<file path="src/rtl/pipelined_ripple_adder.sv">
// pipelined_ripple_adder
// N-bit add/subtract unit whose carry chain is cut into STAGES registered
// segments. Each segment sums one CHUNK-bit slice with a small ripple chain
// and hands its carry to the next segment one cycle later. Upper operand
// slices travel down the pipe alongside the work (input skew), and sum
// slices that are already finished travel with them (output deskew), so
// the last segment presents a complete, aligned result.
//
// Flow control is a single global advance: the whole pipe moves when the
// output slot is empty or being drained, and freezes otherwise. Empty slots
// move like data, so latency is always exactly STAGES cycles when the
// consumer keeps out_ready high.

module pipelined_ripple_adder #(
  parameter int N      = 32,
  parameter int STAGES = 4
) (
  input  logic         clk,
  input  logic         rst_n,
  input  logic         in_valid,
  output logic         in_ready,
  input  logic [N-1:0] A,
  input  logic [N-1:0] B,
  input  logic         ci,
  input  logic         sub,
  output logic         out_valid,
  input  logic         out_ready,
  output logic [N-1:0] S,
  output logic         co,
  output logic         ov
);

  localparam int CHUNK = N / STAGES;
  localparam int LAST  = STAGES - 1;

  // Configuration guard: every segment must own an equal slice of the word.
  if ((STAGES < 1) || ((N % STAGES) != 0)) begin : g_cfg_check
    $error("pipelined_ripple_adder: N must be a positive multiple of STAGES");
  end

  // ---------------------------------------------------------------------------
  // CHUNK-bit ripple chain.
  // Returns {carry into the chunk MSB, carry out of the chunk, chunk sum}.
  // The carry into the MSB is only meaningful for the top chunk, where it
  // feeds the signed-overflow flag.
  // ---------------------------------------------------------------------------
  function automatic logic [CHUNK+1:0] ripple_chunk(
    input logic [CHUNK-1:0] a,
    input logic [CHUNK-1:0] b,
    input logic             cin
  );
    logic [CHUNK-1:0] sum;
    logic             carry;
    logic             carry_msb;
    sum       = {CHUNK{1'b0}};
    carry     = cin;
    carry_msb = cin;
    for (int i = 0; i < CHUNK; i++) begin
      carry_msb = carry;
      sum[i]    = a[i] ^ b[i] ^ carry;
      carry     = (a[i] & b[i]) | (carry & (a[i] ^ b[i]));
    end
    return {carry_msb, carry, sum};
  endfunction

  // ---------------------------------------------------------------------------
  // Pipeline state. Index k holds the result of segment k.
  //   vld_r : slot carries a real beat
  //   a_r   : operand A, travelling toward the segment that needs its slice
  //   b_r   : operand B after the subtract inversion
  //   s_r   : sum slices 0..k complete, higher slices not yet meaningful
  //   c_r   : carry out of slice k
  // ---------------------------------------------------------------------------
  logic [STAGES-1:0] vld_r;
  logic [N-1:0]      a_r [STAGES];
  logic [N-1:0]      b_r [STAGES];
  logic [N-1:0]      s_r [STAGES];
  logic [STAGES-1:0] c_r;
  logic              ov_r;

  // Per-segment combinational view: what each segment sees and produces.
  logic [STAGES-1:0] v_src_s;
  logic [N-1:0]      a_src_s [STAGES];
  logic [N-1:0]      b_src_s [STAGES];
  logic [N-1:0]      s_src_s [STAGES];
  logic [STAGES-1:0] c_src_s;
  logic [CHUNK+1:0]  rc_s    [STAGES];
  logic [N-1:0]      s_nxt_s [STAGES];
  logic              ov_nxt_s;

  logic adv_s;
  logic fire_s;

  // The pipe moves whenever the output slot is free or is being consumed;
  // in_ready therefore depends combinationally on out_ready.
  assign adv_s    = ~vld_r[LAST] | out_ready;
  assign in_ready = adv_s;
  assign fire_s   = in_valid & adv_s;

  // Segment datapath: choose each segment's sources, run its ripple slice
  // and merge the new slice into the sum word it passes on.
  always_comb begin
    // Segment 0 takes operands straight from the ports. Subtraction is
    // A + ~B + 1 with the borrow-in folded into the carry-in.
    v_src_s[0] = in_valid;
    a_src_s[0] = A;
    b_src_s[0] = sub ? ~B : B;
    c_src_s[0] = ci ^ sub;
    s_src_s[0] = {N{1'b0}};

    // Later segments take everything from the register of the segment before.
    for (int k = 1; k < STAGES; k++) begin
      v_src_s[k] = vld_r[k-1];
      a_src_s[k] = a_r[k-1];
      b_src_s[k] = b_r[k-1];
      c_src_s[k] = c_r[k-1];
      s_src_s[k] = s_r[k-1];
    end

    for (int k = 0; k < STAGES; k++) begin
      rc_s[k]    = ripple_chunk(a_src_s[k][k*CHUNK +: CHUNK],
                                b_src_s[k][k*CHUNK +: CHUNK],
                                c_src_s[k]);
      s_nxt_s[k] = s_src_s[k];
      s_nxt_s[k][k*CHUNK +: CHUNK] = rc_s[k][CHUNK-1:0];
    end

    // Signed overflow: carry into bit N-1 differs from carry out of bit N-1.
    ov_nxt_s = rc_s[LAST][CHUNK+1] ^ rc_s[LAST][CHUNK];
  end

  // Segment registers: cleared by reset, all move together on advance and
  // all hold otherwise. Segment 0 captures operands only on an accepted beat.
  always_ff @(posedge clk or negedge rst_n) begin
    if (!rst_n) begin
      vld_r <= {STAGES{1'b0}};
      c_r   <= {STAGES{1'b0}};
      for (int k = 0; k < STAGES; k++) begin
        a_r[k] <= {N{1'b0}};
        b_r[k] <= {N{1'b0}};
        s_r[k] <= {N{1'b0}};
      end
    end else if (adv_s) begin
      for (int k = 0; k < STAGES; k++) begin
        vld_r[k] <= v_src_s[k];
        if ((k > 0) || fire_s) begin
          a_r[k] <= a_src_s[k];
          b_r[k] <= b_src_s[k];
          s_r[k] <= s_nxt_s[k];
          c_r[k] <= rc_s[k][CHUNK];
        end
      end
    end
  end

  // Overflow flag register, loaded alongside the final segment.
  always_ff @(posedge clk or negedge rst_n) begin
    if (!rst_n) begin
      ov_r <= 1'b0;
    end else if (adv_s && ((LAST > 0) || fire_s)) begin
      ov_r <= ov_nxt_s;
    end
  end

  assign out_valid = vld_r[LAST];
  assign S         = s_r[LAST];
  assign co        = c_r[LAST];
  assign ov        = ov_r;

endmodule
</file>
<file path="config.mk">
export PLATFORM = sky130hd
export DESIGN_NAME = pipelined_ripple_adder
export DESIGN_NICKNAME = d
export VERILOG_FILES = /design/src/rtl/pipelined_ripple_adder.sv
export SDC_FILE = /design/constraint.sdc
export NUM_CORES = 1
export LEC_CHECK = 0
export ABC_AREA = 1
export CAP_MARGIN = 20
export CORE_UTILIZATION = 50
export DETAILED_ROUTE_END_ITERATION = 10
export GPL_ROUTABILITY_DRIVEN = 1
export GPL_TIMING_DRIVEN = 0
export PLACE_DENSITY = 0.76
export RECOVER_POWER = 50
export SKIP_LAST_GASP = 1
export SLEW_MARGIN = 20
export SYNTH_ARGS = -nofsm -noshare
export SYNTH_HDL_FRONTEND = slang
export SYNTH_SLANG_ARGS = --single-unit
</file>
<file path="constraint.sdc">
create_clock -name clk -period 3.7 [get_ports clk]
set_input_delay 0.37 -clock clk [delete_from_list [all_inputs] [get_ports clk]]
set_output_delay 0.37 -clock clk [all_outputs]
set_load 0.01 [all_outputs]
</file>
Yosys cells after proc, flatten, opt, wreduce, memory -nomap -nowiden
Index checks and enable logic that the tools add are counted.
{"block": "totals", "regBits": 281, "inputBits": 70, "out_inout_bits": 36, "wordCells": 182}
{"block": "op_classes", "n_mux": 1, "n_bitwise": 166, "n_reduce_logical": 1}
{"cell": "$xor 1x1->1", "n": 66}
{"cell": "$and 1x1->1", "n": 65}
{"cell": "$or 1x1->1", "n": 33}
{"cell": "$mux 32", "n": 1}
{"cell": "$not 32->32", "n": 1}
{"cell": "$reduce_and 2->1", "n": 1}
{"cell": "$not 1->1", "n": 1}

Depth between registers and ports, before layout
Gate-level depths: netlist (run 1).
{"block": "logic_depth", "ltp_word": 19, "mapped_depth": 15, "mapped_depth_nobuf": 15}

Worst setup path after synthesis (run 1)
No wires, ideal clock.
{"block": "synth_timing", "kind": "in2reg", "from": "input sub", "to": "register s_r (netlist bit s_nxt_s[71])", "setup_time_ns": 0.117, "t_arrival_ns": 4.010, "required_time_ns": 3.583, "setup_slack_ns": -0.427, "cell_stages": 15, "path_buffers": 2, "cell_sequence": "buf_2 > buf_2 > xor2_1 > fa_1 > inv_1 > fa_1 > fa_1 > fa_1 > fa_1 > fa_1 > fa_1 > inv_1 > fa_1 > nand3_1 > nand2_1"}
{"element": "from (decl)", "line_no": "25", "rtl": "input logic sub,"}
{"element": "to (signal, indexed assignment)", "line_no": "141", "rtl": "s_r[k] <= {N{1'b0}};"}
{"element": "to (signal, indexed assignment)", "line_no": "149", "rtl": "s_r[k] <= s_nxt_s[k];"}
{"element": "to (decl)", "line_no": "77", "rtl": "logic [N-1:0] s_r [STAGES];"}

Worst setup path in the final report (run 1)
{"block": "layout_timing", "from": "register b_r[56] in the netlist's numbering", "to": "register s_r (netlist bit S[31])"}
{"block": "layout_between", "elab_chain_len": 16, "elab_cells_between_ends": 17, "classes_between": "bitwise: 17"}
{"element": "from (decl)", "line_no": "76", "rtl": "logic [N-1:0] b_r [STAGES];"}
{"element": "from (signal, indexed assignment)", "line_no": "140", "rtl": "b_r[k] <= {N{1'b0}};"}
{"element": "from (signal, indexed assignment)", "line_no": "148", "rtl": "b_r[k] <= b_src_s[k];"}
{"element": "$xor 1x1->1", "line_no": "61", "rtl": "carry = (a[i] & b[i]) | (carry & (a[i] ^ b[i]));"}
{"element": "$and 1x1->1", "line_no": "61"}
{"element": "$or 1x1->1 (*)", "line_no": "61"}
{"element": "$and 1x1->1 (*)", "line_no": "61"}
{"element": "$or 1x1->1 (*)", "line_no": "61"}
{"element": "$and 1x1->1 (*)", "line_no": "61"}
{"element": "$or 1x1->1 (*)", "line_no": "61"}
{"element": "$and 1x1->1 (*)", "line_no": "61"}
{"element": "$or 1x1->1 (*)", "line_no": "61"}
{"element": "$and 1x1->1 (*)", "line_no": "61"}
{"element": "$or 1x1->1 (*)", "line_no": "61"}
{"element": "$and 1x1->1 (*)", "line_no": "61"}
{"element": "$or 1x1->1 (*)", "line_no": "61"}
{"element": "$and 1x1->1 (*)", "line_no": "61"}
{"element": "$or 1x1->1 (*)", "line_no": "61"}
{"element": "$xor 1x1->1 (*)", "line_no": "60", "rtl": "sum[i] = a[i] ^ b[i] ^ carry;"}
Every way passes the cells marked *; elsewhere a longest branch is shown, timed or not.
A chain may end at the register's enable or synchronous reset.

==> results of run 1 <==
==> metal layers <==
layer / GRT usage (%) / part of all wire (%)
met5: 0 / 0
met3: 3.90 / 4.0
met4: 7.66 / 1.3
met2: 37.1 / 49
met1: 31.0 / 46
==> timing repair <==
item                       CTS  global route
pin swaps                    6             8
hold endpoints to repair    85             0
setup endpoints to repair    6             5
hold buffers                 1             0
gates resized for setup     14            14
cloned                       0             0
==> stage by stage <==
stage | setup WS (ps) | std cells | setup TNS [ps] | util (%) | hold WS, ps
6_report | 79.8 | 1271 | 0 | 63.5 | 265
4_1_cts | -22.6 | 1271 | -22.6 | 63.6 | 251
2_1_floorplan | -141 | 918 | -141 | - | 74.4
3_5_place_dp | -486 | 1238 | -1260 | 60.0 | 414
3_3_place_gp | -5140 | 1237 | -948310 | 59.8 | 444
5_1_grt | -53.3 | 1271 | -81.1 | 63.5 | 275
==> synth_stat cells (5+ instances only) <==
library cell,number,area share [%]
buf_1,5,0.23
buf_2,27,1.7
buf_4,5,0.46
clkbuf_1,11,0.51
dfrtp_1,185,57
fa_1,32,7.9
inv_1,84,3.9
nand2_1,453,21
nand3_1,28,1.7
nand3b_1,6,0.55
o21ai_0,66,4.0
xnor2_1,6,0.64
==> critical path, cell delays in order (launching register included) <==
cell and delay, ps:
dfrtp_1 380, inv_2 80, fa_1 170, inv_1 50, fa_1 390, fa_2 370, fa_2 360, fa_2 380
fa_2 360, fa_2 360, inv_1 100, fa_1 410, o21ai_1 130
==> power by group <==
group          internal (mW)  switching, mW  total, mW  leakage, nW
combinational           1.21           1.50       2.71         2.62
sequential              2.87          0.495       3.36         2.29
clock                  0.887          0.750       1.64        0.257
==> how the worst min path moves through the flow <==
stage | from | endpoint | slack (ps) | cells past startpoint
after global routing | in_valid | s_nxt_s[66] | 280 | 3
after floorplan | rst_n | S[0] | 70 | 0
final | in_valid | s_nxt_s[66] | 260 | 3
after detailed placement | rst_n | b_r[116] | 410 | 1
after CTS | in_valid | s_nxt_s[66] | 250 | 3
after global placement | vld_r[2] | vld_r[3] | 440 | 2
==> kinds of logic after synthesis <==
group | count (synthesis) | synth area share [%]
AOI/OAI and AO/OA | 71 | 4.40
xor gates and xnor gates | 9 | 0.966
adders and majority gates | 32 | 7.85
buffers and inverters | 133 | 6.78
DFF | 185 | 56.7
and+or+nand+nor | 488 | 23.3
==> final cells by class <==
| type | count | area (µm²) |
|---|---|---|
| Fill cell | 1371 | 5790 |
| Sequential cell | 185 | 4630 |
| Multi-Input combinational cell | 600 | 3050 |
| Timing Repair Buffer | 105 | 1060 |
| Clock buffer | 20 | 457 |
| Inverter | 85 | 320 |
| Tap cell | 216 | 270 |
| Buffer | 48 | 229 |
| Clock inverter | 12 | 77.6 |
==> state kept, by name, indices dropped and copies added, names as in the netlist <==
| signal | flops |
|---|---|
| a_r | 48 |
| b_r | 48 |
| s_nxt_s | 48 |
| S | 32 |
| c_r | 4 |
| vld_r | 4 |
| ov | 1 |
==> results.toml, run 1 <==
[status]
status = "complete, but fails checks"
violations = "capacitance limit, slew limit"

[finish]
final_cell_mix = "453 x nand2_1, 185 x dfrtp_1, 100 x clkdlybuf4s50_1, 78 x inv_1, 65 x o21ai_0"
drive_gt1_share_pct = 8.25
antenna_cells = 0
final_common_cell = "nand2_1"
final_net_count = 1144
final_area_um2 = 10100
areaGrowthSynthToFinish_pct = 23.7

[detailed_routing]
drt_pass1_iterations = 5
wl_per_cell_um = 13.6
vias_per_cell = 4.75
drtIter0Drc = 382
ant_nets = 0
drc = 0
dr_total_vias = 6032
routed_wl_um = 17300

[floorplan]
fp.dieArea_um2 = 16800
start_util_pct = 51.4
core_um2 = 15900
num_rows = 46
io_pins = 106
die_x_um = 130
die_h_um = 130

[critical_path]
reg2reg_to = "S[31]"
path_class = "flop to flop"
critPathLaunchType = "flop"
reg2reg_depth = 12
crit_path_max_fanout = 2
critPathArrivalTime_ps = 3980
worstSetupEndpointType = "flop"
worstReg2RegStart = "b_r[56]"
worstPathRequired_ps = 4050
startpoint = "b_r[56]"
regToRegSetupSlack_ps = 80
crit_end = "S[31]"

[placement]
post_dp_cell_area_um2 = 9530
dp_hpwl_um = 12600
port_buffers = 103
gp_congestion = 0.790

[global_routing]
grt_max_degree = 101
grt_pass1_vias = 5866
grt_usage_pct = 22.7
antenna_found_initial = 0
gr-total-overflow = 0
grt_pass1_wl_um = 28700

[sta]
slew_headroom_pct = -41.4
setup_viol = 0
timing.final.hold_violations = 0
fin_skew_ps = 9.20
worst_pin_slew_ps = 2120
rsz0062_at_grt = "yes"
finalCritPeriodShare_pct = 97.8
final.min_clock_period_ps = 3620
max_freq_ghz = 0.276
finalMaxSlewViolations = 86

[synth]
synth_area_um2 = 8160
synth-async-reset-ratio_pct = 100
synth_top_flop_cell = "dfrtp_1"
yosysSeqAreaShare_pct = 56.7
synthCells = 918
synth_edf_count = 0
ys_ff_latch = 185
syn_area_per_cell_um2 = 8.89
syn_nets = 1020
yosysUniqueCellTypes = 17
yosys_warnings = 0

[clock_tree]
htree_levels = 4
root_buffer = "clkbuf_16"
cts_setup_buffers = 0
numCtsBuffers = 17
cts_tree = "built"
clock_sinks = 185
clk-insertion-delay-late_ps = 440
clk_pin_slew_worst_paths_ps = 60
cts_buffer_depth = 2

[power]
power_mw = 7.71
p_leak_nw = 5.17
ir_drop_uv = 452
power_density_nw_per_um2 = 764

[run]
maxCapViolCount = 1

[hold_path]
hold_path_class = "primary input to flop"
Note: power is estimated with default switching activity, not from simulation.
==> run 2, diff against run 1 <==
--- a/config.mk
+++ b/config.mk
@@ -10,7 +10,7 @@
 export CORE_UTILIZATION = 50
 export DETAILED_ROUTE_END_ITERATION = 10
 export GPL_ROUTABILITY_DRIVEN = 1
-export GPL_TIMING_DRIVEN = 0
+export GPL_TIMING_DRIVEN = 1
 export PLACE_DENSITY = 0.76
 export RECOVER_POWER = 50
 export SKIP_LAST_GASP = 1
==> results.toml, run 2 (same netlist as run 1, synthesis figures left out) <==
[global_routing]
gr-total-overflow = 0
use_met1_pct = 29.9
grt_use_met3_pct = 3.81
grt_pass1_wl_um = 26900
grt_pass1_vias = 5529
grt_max_degree = 105
use_met2_pct = 32.4
antenna_found_initial = 0
grt_usage_pct = 20.7
grt_busiest_layer = "met2"

[sta]
setup_slack_ps = 115
max_freq_ghz = 0.279
whs_ps = 424
finalMaxSlewViolations = 150
final.min_clock_period_ps = 3580
finalCritPeriodShare_pct = 96.9
rsz0062_at_grt = "no"
timing.final.hold_violations = 0
fin_skew_ps = 6.37
setup_viol = 0
worst_pin_slew_ps = 2530
slew_headroom_pct = -68.7

[finish]
final_net_count = 1109
antenna_cells = 0
areaGrowthSynthToFinish_pct = 22.9
final_common_cell = "nand2_1"
final_cell_mix = "453 x nand2_1, 185 x dfrtp_1, 100 x clkdlybuf4s50_1, 79 x inv_1, 65 x o21ai_0"
drive_gt1_share_pct = 7.45
fill_cells = 1372

[floorplan]
die_h_um = 130
fp.dieArea_um2 = 16800
die_x_um = 130
core_um2 = 15900
io_pins = 106
start_util_pct = 51.4
num_rows = 46

[placement]
gp_congestion = 0.767
place_ws_ps = -728
port_buffers = 105
dp_hpwl_um = 10700

[critical_path]
path_delay_family = "adder cells"
critPathBufInv = 3
crit_path_cell_trace = "dlygate4sd2_1, xor2_4, fa_2, inv_1, fa_2, fa_2, fa_2, fa_2, fa_2, fa_2, inv_1, fa_1, nand3_1, nand2_1"
worstSetupEndpointType = "flop"
path_class = "primary input to flop"
critPathLaunchType = "primary input"
crit_path_max_fanout = 1
cpMostUsedCell = "fa_2"
crit_slowest_cell = "fa_2"
worstPathRequired_ps = 4010
critPathArrivalTime_ps = 3900
slowest_delay_ps = 410

[detailed_routing]
ant_nets = 0
drtIter0Drc = 371
vias_per_cell = 4.76
drt_pass1_iterations = 5
drc = 0
dr_total_vias = 5879
routed_wl_um = 16000
wl_per_cell_um = 12.9

[clock_tree]
numCtsBuffers = 17
cts_tree = "built"
clk_pin_slew_worst_paths_ps = 70
htree_levels = 4
cts_buffer_depth = 2
root_buffer = "clkbuf_16"
clk-insertion-delay-late_ps = 420
clock_sinks = 185

[power]
ir_drop_uv = 487
power_mw = 7.73
p_leak_nw = 5.12
power_density_nw_per_um2 = 771

[status]
status = "complete, but fails checks"
violations = "capacitance limit, slew limit"

[run]
maxCapViolCount = 2

[hold_path]
hold_path_class = "primary input to flop"
## run 2: cell count changes in the layout (fill, tap and decap cells not counted), sizes merged
cell / delta
bufinv: +3
clkinv: -6
buf: -15
clkbuf: -19
inv: +2
## run 2: metal layers
layer | up-vias | share of wire [%]
met5 | - | 0
met4 | 0 | 1.1
met3 | 15 | 4.5
met2 | 121 | 47
met1 | 2793 | 47
li1 | 2950 | -
## run 2: timing repair
action	4_1_cts	5_1_grt
endpoints found under the setup margin	6	5
resized for setup	13	18
setup buffers	1	0
gates cloned	0	0
pin swaps	0	5
hold buffers	0	0
## run 2: final cells by class
| class | instances | area, µm² | share of cell area, % |
|---|---|---|---|
| sequential | 185 | 4630 | 46.2 |
| clock buffer | 21 | 450 | 4.49 |
| tap | 216 | 270 | 2.69 |
| multi-input combinational | 600 | 3060 | 30.5 |
| inverter | 85 | 320 | 3.19 |
| clock inverter | 11 | 145 | 1.45 |
| timing repair buffer | 118 | 1150 | 11.5 |
## run 2: per-stage QoR
| step | utilization, % | setup TNS [ps] | area (µm²) | cells |
|---|---|---|---|---|
| finish | 63.1 | 0 | 10000 | 1236 |
| global route | 63.1 | 0 | 10000 | 1236 |
| CTS | 63.2 | -7.62 | 10000 | 1236 |
| detailed placement | 59.1 | -1810 | 9400 | 1203 |
| global placement | 59.1 | -1290 | 9400 | 1203 |
| floorplan | - | -141 | 8200 | 918 |
## run 2: report_power, final
part / total (mW) / switching [mW] / internal, mW
Sequential: 3.34 / 0.472 / 2.87
Combinational: 2.57 / 1.42 / 1.14
Clock: 1.83 / 0.744 / 1.08
Total: 7.73 / 2.64 / 5.10
## run 2: worst paths after layout
check | cells past startpoint | start | slack [ps] | endpoint
min in group asynchronous | 1 | rst_n | 690 | a_r[115]
setup reg to reg | 12 | b_r[56] | 140 | S[31]
hold / removal | 6 | sub | 420 | b_r[105]
hold reg to reg | 2 | S[16] | 470 | S[16]
max in group asynchronous | 2 | rst_n | 1160 | S[21]
setup / recovery | 14 | ci | 120 | s_nxt_s[71]
## run 2: worst reg2reg max path, cell delays in order, from the launching register on
cell and delay (ps):
dfrtp_1 360, inv_1 90, fa_1 180, inv_1 50
fa_1 380, fa_2 370, fa_2 350, fa_2 380
fa_2 350, fa_2 350, inv_2 70, fa_1 400
o21ai_0 160
